[src/rtl/mempool_pkg.sv]
// Shared DMA descriptor/metadata types and small helpers for the MemPool DMA path.
package mempool_pkg;

  typedef struct packed {
    logic [31:0] src_addr;
    logic [31:0] dst_addr;
    logic [31:0] num_bytes;
  } dma_req_t;

  typedef struct packed {
    logic backend_idle;
    logic trans_complete;
  } dma_meta_t;

  typedef enum logic {
    ArbIdle   = 1'b0,
    ArbLocked = 1'b1
  } arb_state_e;

  function automatic int unsigned idx_width(input int unsigned n);
    return (n > 1) ? $clog2(n) : 1;
  endfunction

endpackage

[src/rtl/mempool_dma_arbiter_fifo_v3.sv]
// In-order ID FIFO (fifo_v3 interface subset) with synchronous active-low reset.
module fifo_v3 #(
  parameter int unsigned DATA_WIDTH = 32,
  parameter int unsigned DEPTH      = 8,
  localparam int unsigned AddrDepth = (DEPTH > 1) ? $clog2(DEPTH) : 1
) (
  input  logic                  clk_i,
  input  logic                  rst_ni,
  output logic                  full_o,
  output logic                  empty_o,
  input  logic [DATA_WIDTH-1:0] data_i,
  input  logic                  push_i,
  output logic [DATA_WIDTH-1:0] data_o,
  input  logic                  pop_i
);

  logic [DATA_WIDTH-1:0] mem_q [DEPTH];
  logic [AddrDepth-1:0]  wr_ptr_q, rd_ptr_q;
  logic [AddrDepth:0]    cnt_q;
  logic                  push_ok, pop_ok;

  assign full_o  = (cnt_q == (AddrDepth+1)'(DEPTH));
  assign empty_o = (cnt_q == '0);
  assign data_o  = mem_q[rd_ptr_q];
  // Full/empty are taken from occupancy before this cycle's update.
  assign push_ok = push_i & ~full_o;
  assign pop_ok  = pop_i & ~empty_o;

  always_ff @(posedge clk_i) begin
    if (!rst_ni) begin
      wr_ptr_q <= '0;
      rd_ptr_q <= '0;
      cnt_q    <= '0;
      for (int i = 0; i < int'(DEPTH); i++) mem_q[i] <= '0;
    end else begin
      if (push_ok) begin
        mem_q[wr_ptr_q] <= data_i;
        wr_ptr_q        <= wr_ptr_q + 1'b1;
      end
      if (pop_ok) rd_ptr_q <= rd_ptr_q + 1'b1;
      case ({push_ok, pop_ok})
        2'b10:   cnt_q <= cnt_q + 1'b1;
        2'b01:   cnt_q <= cnt_q - 1'b1;
        default: cnt_q <= cnt_q;
      endcase
    end
  end

endmodule

[src/rtl/mempool_dma_arbiter.sv]
// Round-robin, per-request-locked arbiter sharing one DMA request port; routes
// in-order completions back to the issuing requester as done pulses.
module mempool_dma_arbiter
  import mempool_pkg::*;
#(
  parameter int unsigned NumReq         = 4,
  parameter int unsigned MaxOutstanding = 8
) (
  input  logic                  clk_i,
  input  logic                  rst_ni,
  input  dma_req_t [NumReq-1:0] req_i,
  input  logic     [NumReq-1:0] req_valid_i,
  output logic     [NumReq-1:0] req_ready_o,
  output logic     [NumReq-1:0] done_o,
  output dma_req_t              dma_req_o,
  output logic                  dma_req_valid_o,
  input  logic                  dma_req_ready_i,
  input  dma_meta_t             dma_meta_i,
  output logic                  idle_o,
  output logic                  err_o
);

  localparam int unsigned IdWidth = idx_width(NumReq);
  typedef logic [IdWidth-1:0] id_t;

  // Returns {found, idx}: first valid requester at or after ptr, wrapping.
  function automatic logic [IdWidth:0] rr_pick(input logic [NumReq-1:0] vld, input id_t ptr);
    logic found;
    id_t  idx;
    int   j;
    found = 1'b0;
    idx   = '0;
    for (int i = 0; i < int'(NumReq); i++) begin
      j = (int'(ptr) + i) % int'(NumReq);
      if (!found && vld[j]) begin
        found = 1'b1;
        idx   = id_t'(j);
      end
    end
    return {found, idx};
  endfunction

  arb_state_e        state_q;
  id_t               lock_idx_q, rr_ptr_q;
  logic [NumReq-1:0] done_q;
  logic              err_q;

  logic [IdWidth:0]  pick;
  id_t               grant_idx, head, rr_next;
  logic              fire, pop, fifo_full, fifo_empty;

  always_comb begin
    pick            = rr_pick(req_valid_i, rr_ptr_q);
    grant_idx       = pick[IdWidth-1:0];
    dma_req_valid_o = 1'b0;
    if (state_q == ArbLocked) begin
      grant_idx       = lock_idx_q;
      dma_req_valid_o = 1'b1;
    end else begin
      dma_req_valid_o = pick[IdWidth] & ~fifo_full;
    end
    // No grant while reset is held, so nothing is pushed or handed downstream.
    dma_req_valid_o = dma_req_valid_o & rst_ni;
  end

  assign dma_req_o = dma_req_valid_o ? req_i[grant_idx] : '0;
  assign fire      = dma_req_valid_o & dma_req_ready_i;
  assign pop       = dma_meta_i.trans_complete & ~fifo_empty;
  assign rr_next   = (grant_idx == id_t'(NumReq-1)) ? '0 : grant_idx + 1'b1;

  always_comb begin
    req_ready_o = '0;
    for (int i = 0; i < int'(NumReq); i++) req_ready_o[i] = fire && (grant_idx == id_t'(i));
  end

  fifo_v3 #(
    .DATA_WIDTH (IdWidth),
    .DEPTH      (MaxOutstanding)
  ) i_id_fifo (
    .clk_i   (clk_i),
    .rst_ni  (rst_ni),
    .full_o  (fifo_full),
    .empty_o (fifo_empty),
    .data_i  (grant_idx),
    .push_i  (fire),
    .data_o  (head),
    .pop_i   (pop)
  );

  always_ff @(posedge clk_i) begin
    if (!rst_ni) begin
      state_q    <= ArbIdle;
      lock_idx_q <= '0;
      rr_ptr_q   <= '0;
      done_q     <= '0;
      err_q      <= 1'b0;
    end else begin
      done_q <= '0;
      if (pop) done_q[head] <= 1'b1;
      if (dma_meta_i.trans_complete && fifo_empty) err_q <= 1'b1;
      if (fire) rr_ptr_q <= rr_next;
      case (state_q)
        ArbIdle: if (dma_req_valid_o && !dma_req_ready_i) begin
          state_q    <= ArbLocked;
          lock_idx_q <= grant_idx;
        end
        ArbLocked: if (dma_req_ready_i) state_q <= ArbIdle;
        default: state_q <= ArbIdle;
      endcase
    end
  end

  assign done_o = done_q;
  assign err_o  = err_q;
  assign idle_o = fifo_empty & dma_meta_i.backend_idle & ~|req_valid_i;

endmodule
[config.mk]
export PLATFORM = sky130hd
export DESIGN_NAME = mempool_dma_arbiter
export DESIGN_NICKNAME = d
export VERILOG_FILES = /design/src/rtl/mempool_pkg.sv /design/src/rtl/mempool_dma_arbiter_fifo_v3.sv /design/src/rtl/mempool_dma_arbiter.sv
export SDC_FILE = /design/constraint.sdc
export NUM_CORES = 1
export LEC_CHECK = 0
export ABC_AREA = 1
export CORE_AREA = 8 8 188 190
export DETAILED_ROUTE_END_ITERATION = 10
export DIE_AREA = 0 0 196 198
export PLACE_DENSITY = 0.53
export SETUP_SLACK_MARGIN = 0.02
export SLEW_MARGIN = 20
export SYNTH_ARGS = -nofsm -noshare
export SYNTH_HDL_FRONTEND = slang
export SYNTH_SLANG_ARGS = --single-unit
[constraint.sdc]
create_clock -name clk_i -period 4.4 [get_ports clk_i]
set_input_delay 0.66 -clock clk_i [delete_from_list [all_inputs] [get_ports clk_i]]
set_output_delay 0.66 -clock clk_i [all_outputs]
set_load 0.03 [all_outputs]
Yosys cells after proc, flatten, opt, wreduce, memory -nomap -nowiden
Memory sizes are Yosys's and may differ from the RTL's. A register that Yosys moved wholly into a read port is not among the register bits. Cells that the tools add are included.

Memory bits (writable): 16. Memories: 1. Bits in registers: 20. Input port bits: 393. Output and inout port bits: 107.

Memory list: i_id_fifo.mem_q (depth 8, bits a word 2, rd ports 1, clocked after memory_dff 1, wr ports 8, RTL line mempool_dma_arbiter_fifo_v3.sv:17) `logic [DATA_WIDTH-1:0] mem_q [DEPTH];`.

Bitwise operators: 14. Reductions and logical operators: 25. $add $sub $neg: 8. Equality and inequality tests: 6. Multiplexer cells: 40. Order comparisons: 7.

Operator list (count): $bmux 96 s2 (1); $mux 96 (2); $mux 1 (20); $mux 2 (7); $lt 3x4->1 const B (3); $logic_and 1x1->1 (10); $lt 2x3->1 const B (3); $mux 3 (3); $and 1x1->1 (8); $bmux 1 s2 (4); $pmux 4 s2 (1); $reduce_or 2->1 (4); $add 3x1->3 const B (2); $eq 2x2->1 const B (3); $logic_not 1->1 (5); $add 2x1->2 const B (2); $add 2x2->2 const B (2); $add 4x1->4 const B (1); $eq 2x1->1 const B (2); $eq 4x4->1 const B (1); $logic_not 4->1 (1); $reduce_and 2->1 (2); $reduce_or 4->1 (1); $sub 4x1->4 const B (1); 7 further kinds (11).

Longest topological paths before layout
Depth after elaboration: 24. Gate-level depth with buffers: 16. Mapped depth without buffers: 16.

Hierarchy
From an unflattened synthesis, not the netlist that was laid out.

Cells, all modules: 1345. Area total of the unflattened synthesis: 6785.3 µm².

Modules (own cells, without submodules): mempool_dma_arbiter (instances 1, cells an instance 1176, sequential area each 200.2 µm², area an instance 5287.6 µm²); fifo_v3 (instances 1, cells an instance 169, sequential area each 740.7 µm², area an instance 1497.7 µm²).

Least setup slack after synthesis
No wires, ideal clock.

Path type: input port to output port. From: in rst_ni. To: out dma_req_o[35] in the netlist's numbering. Buffers on the path: 3. Cell stages on the path: 7. Data required time: 3.740 ns. Arrival time: 2.549 ns. Path slack: 1.191 ns. Path through: clkbuf_1 -> inv_1 -> a21oi_2 -> clkinv_1 -> clkbuf_1 -> clkbuf_1 -> a21oi_1.

RTL lines: from (decl) (RTL line mempool_dma_arbiter.sv:10) `input logic rst_ni,`; to (decl) (RTL line mempool_dma_arbiter.sv:15) `output dma_req_t dma_req_o,`.

==> metrics <==
count leader, synth=inv_1; fin cells=approximately 2200; leak pwr=about 6 nW; total of max-cap violations=0; Synth top cells by count=inv_1, nand3_1, nand2_1; initial antenna violation count=5; GP Congestion=between 0.8 and 0.9; GRT busiest layer=met2; CORE AREA=approximately 32000 µm²; I/O pin cnt=500; CP Max Fanout=between 40 and 50; via count=between 9000 and 10000; clk_lat worst skew=around 0.28 ns; clock skew=between 0.006 and 0.007 ns; final setup fails=0; M3 GR Usage=0.0649; Avg Vias per Cell=approximately 4.5; worst hold margin=~0.44 ns; Synth Flop Type=dfxtp_1; pwr dens=370 nW/µm²; Mapped Cells=1334; Hold Crit Class=flop to flop; Num CTS Buffers=5; initial core utilization=0.220; Final Net Count=2172; Hold Path Cell Cnt=1; post-synthesis sequential area ratio=0.133; CTS H-Tree Depth=2; Mean Syn Cell Area=~5.3 µm²; status=completed; clock root buffer=clkbuf_16; RSZ-0062 raised after global routing=false; DRC viols=0; r2r worst-path depth=16; post-DP HPWL=30900 µm; top cell type by total area after synthesis=nand3_1; clock slew at reported path FFs=0.06 ns; vias in the first global route=9768; layout cells sized above 1=0.0649; Port Buffers=around 500; Die Wd=~200 µm; area grow syn2layout=75.9%; die height=between 150 and 200 µm; DRT Wirelength=38800 µm; synthesized area=just over 7000 µm²; Synth area leaders=nand3_1, inv_1, nand2_1, nand3b_1, a21oi_1; placed insts=2171; met1 Use GR=0.205; critical path type=primary input to output pin; Worst slew margin=0.509; Fmax=about 0.24 GHz; TritonCTS clock tree=yes; fraction of registers with async set/reset=0; post-synth top area share=0.211; cts hold-fix bufs=0; drt wl/cell=~18 µm; critical path capture point type=output pin; DIE AREA=38800 µm²; CTS max path bufs=2; Tot GR Track Use=0.187; Worst-Margin Slew=0.736 ns; Post-CTS Setup Bufs=0; GR Overflow Total=0; maximum vdd drop=between 0.0002 and 0.00025 V; initial drt markers=460; final setup TNS=0 ns; largest net degree at the start of global routing=about 110; period utilization=0.933; Final Critical Period=4.11 ns; first-pass GRT wire length=57700 µm; num rows=66; DRT antenna net count=0; post-CTS sizing=0; M2 GR Usage=0.340; required time of the critical path=3.74 ns; Post-Syn Nets=between 1500 and 2000; Seq cells post-synth=39; distinct cell type count after synthesis=31; TritonCTS Sinks=39; Post-synth EDFFs=16; fillers=about 3500; startpoint types=primary input; Ys Warns=0; arrival time worst endpoint=about 3.5 ns; Fin. Hold Viols=0; Pre-Repair DR Iteration Count=5; Pins Over Slew Limit=0
[final timing paths]
path                            slack [ns]            endpoint                   from
worst max register to register        1.64  i_id_fifo.cnt_q[2]     i_id_fifo.cnt_q[1]
worst min register to register        0.44                flop  i_id_fifo.rd_ptr_q[2]
worst max-delay path                  0.29        dma_req_o[2]         req_valid_i[3]
worst min-delay path                  0.44                flop  i_id_fifo.rd_ptr_q[2]
[where the power goes]
part           switching (mW)  internal (mW)
logic                    2.29           1.49
registers              0.0483          0.430
clock network           0.138          0.209
[state kept, by name, summed over array words and instances (netlist names), named ones only]
| name | flops |
|---|---|
| rr_ptr_q | 2 |
| err_o | 1 |
| i_id_fifo.mem_q | 16 |
| i_id_fifo.rd_ptr_q | 3 |
| i_id_fifo.wr_ptr_q | 3 |
| state_q | 1 |
| done_o | 4 |
| lock_idx_q | 2 |
| i_id_fifo.cnt_q | 4 |
[layer usage]
layer	routed length [µm]	up-vias
li1	-	5037
met1	14800	4459
met2	19800	351
met3	3400	37
met4	824	2
met5	13	-
[cells by family (layout without fill, tap and decap cells)]
logic type | count (synthesis) | in the layout | synth area share
buf+inv | 425 | 862 | 0.255
fa+ha+maj | 9 | 9 | 0.0159
flops | 39 | 39 | 0.133
simple gates | 719 | 719 | 0.493
compound gates | 140 | 140 | 0.101
other cells | 0 | 5 | 0
xor+xnor | 2 | 2 | 0.00248
[critical path: stages]
cell             delay (ns)
clkdlybuf4s50_1        0.47
inv_1                  0.06
nand2_1                0.10
nand3_2                0.10
nand2_2                0.12
nor2_1                 0.06
nor2_1                 0.10
nand2_1                0.11
nand3_4                0.18
nand2_8                0.16
buf_12                 0.24
nand2_1                0.08
nand3_1                0.06
a21oi_1                0.21
clkdlybuf4s50_1        0.71
[final cells by class]
class,count,area [µm²],share of cell area
multi-input cells,870,4370,0.351
well taps,408,510,0.0410
clock inverters,1,5.00,0.000402
diodes,5,12.5,0.00101
inverters,327,1230,0.0989
repair buffers,527,5250,0.422
flip-flops and latches,39,941,0.0756
clock buffers,7,133,0.0107
[layout by cell type (no fill, tap or decap), types with 2 or more instances in the layout]
master / instances
clkbuf_16: 5
nand3b_1: 96
dfxtp_1: 23
ha_1: 9
o21ai_0: 21
nand2_2: 4
buf_4: 75
inv_2: 4
nand2_4: 2
inv_1: 321
nand2_1: 260
diode_2: 5
nand3_2: 2
clkinv_2: 2
nor2_1: 49
o22ai_1: 4
buf_12: 16
nand3_1: 299
a21oi_1: 111
edfxtp_1: 16
clkdlybuf4s50_1: 436
clkbuf_1: 2
[stage by stage]
stage	utilization	total power, mW	cell area (µm²)	setup slack (ns)
final	0.386	4.61	12400	0.294
after global routing	0.386	5.00	12400	0.109
after CTS	0.386	4.68	12400	0.299
after detailed placement	0.382	4.31	12300	0.305
after global placement	0.382	4.30	12300	0.332
after floorplan	-	2.88	7080	1.19
(Power assumes the default switching activity.)
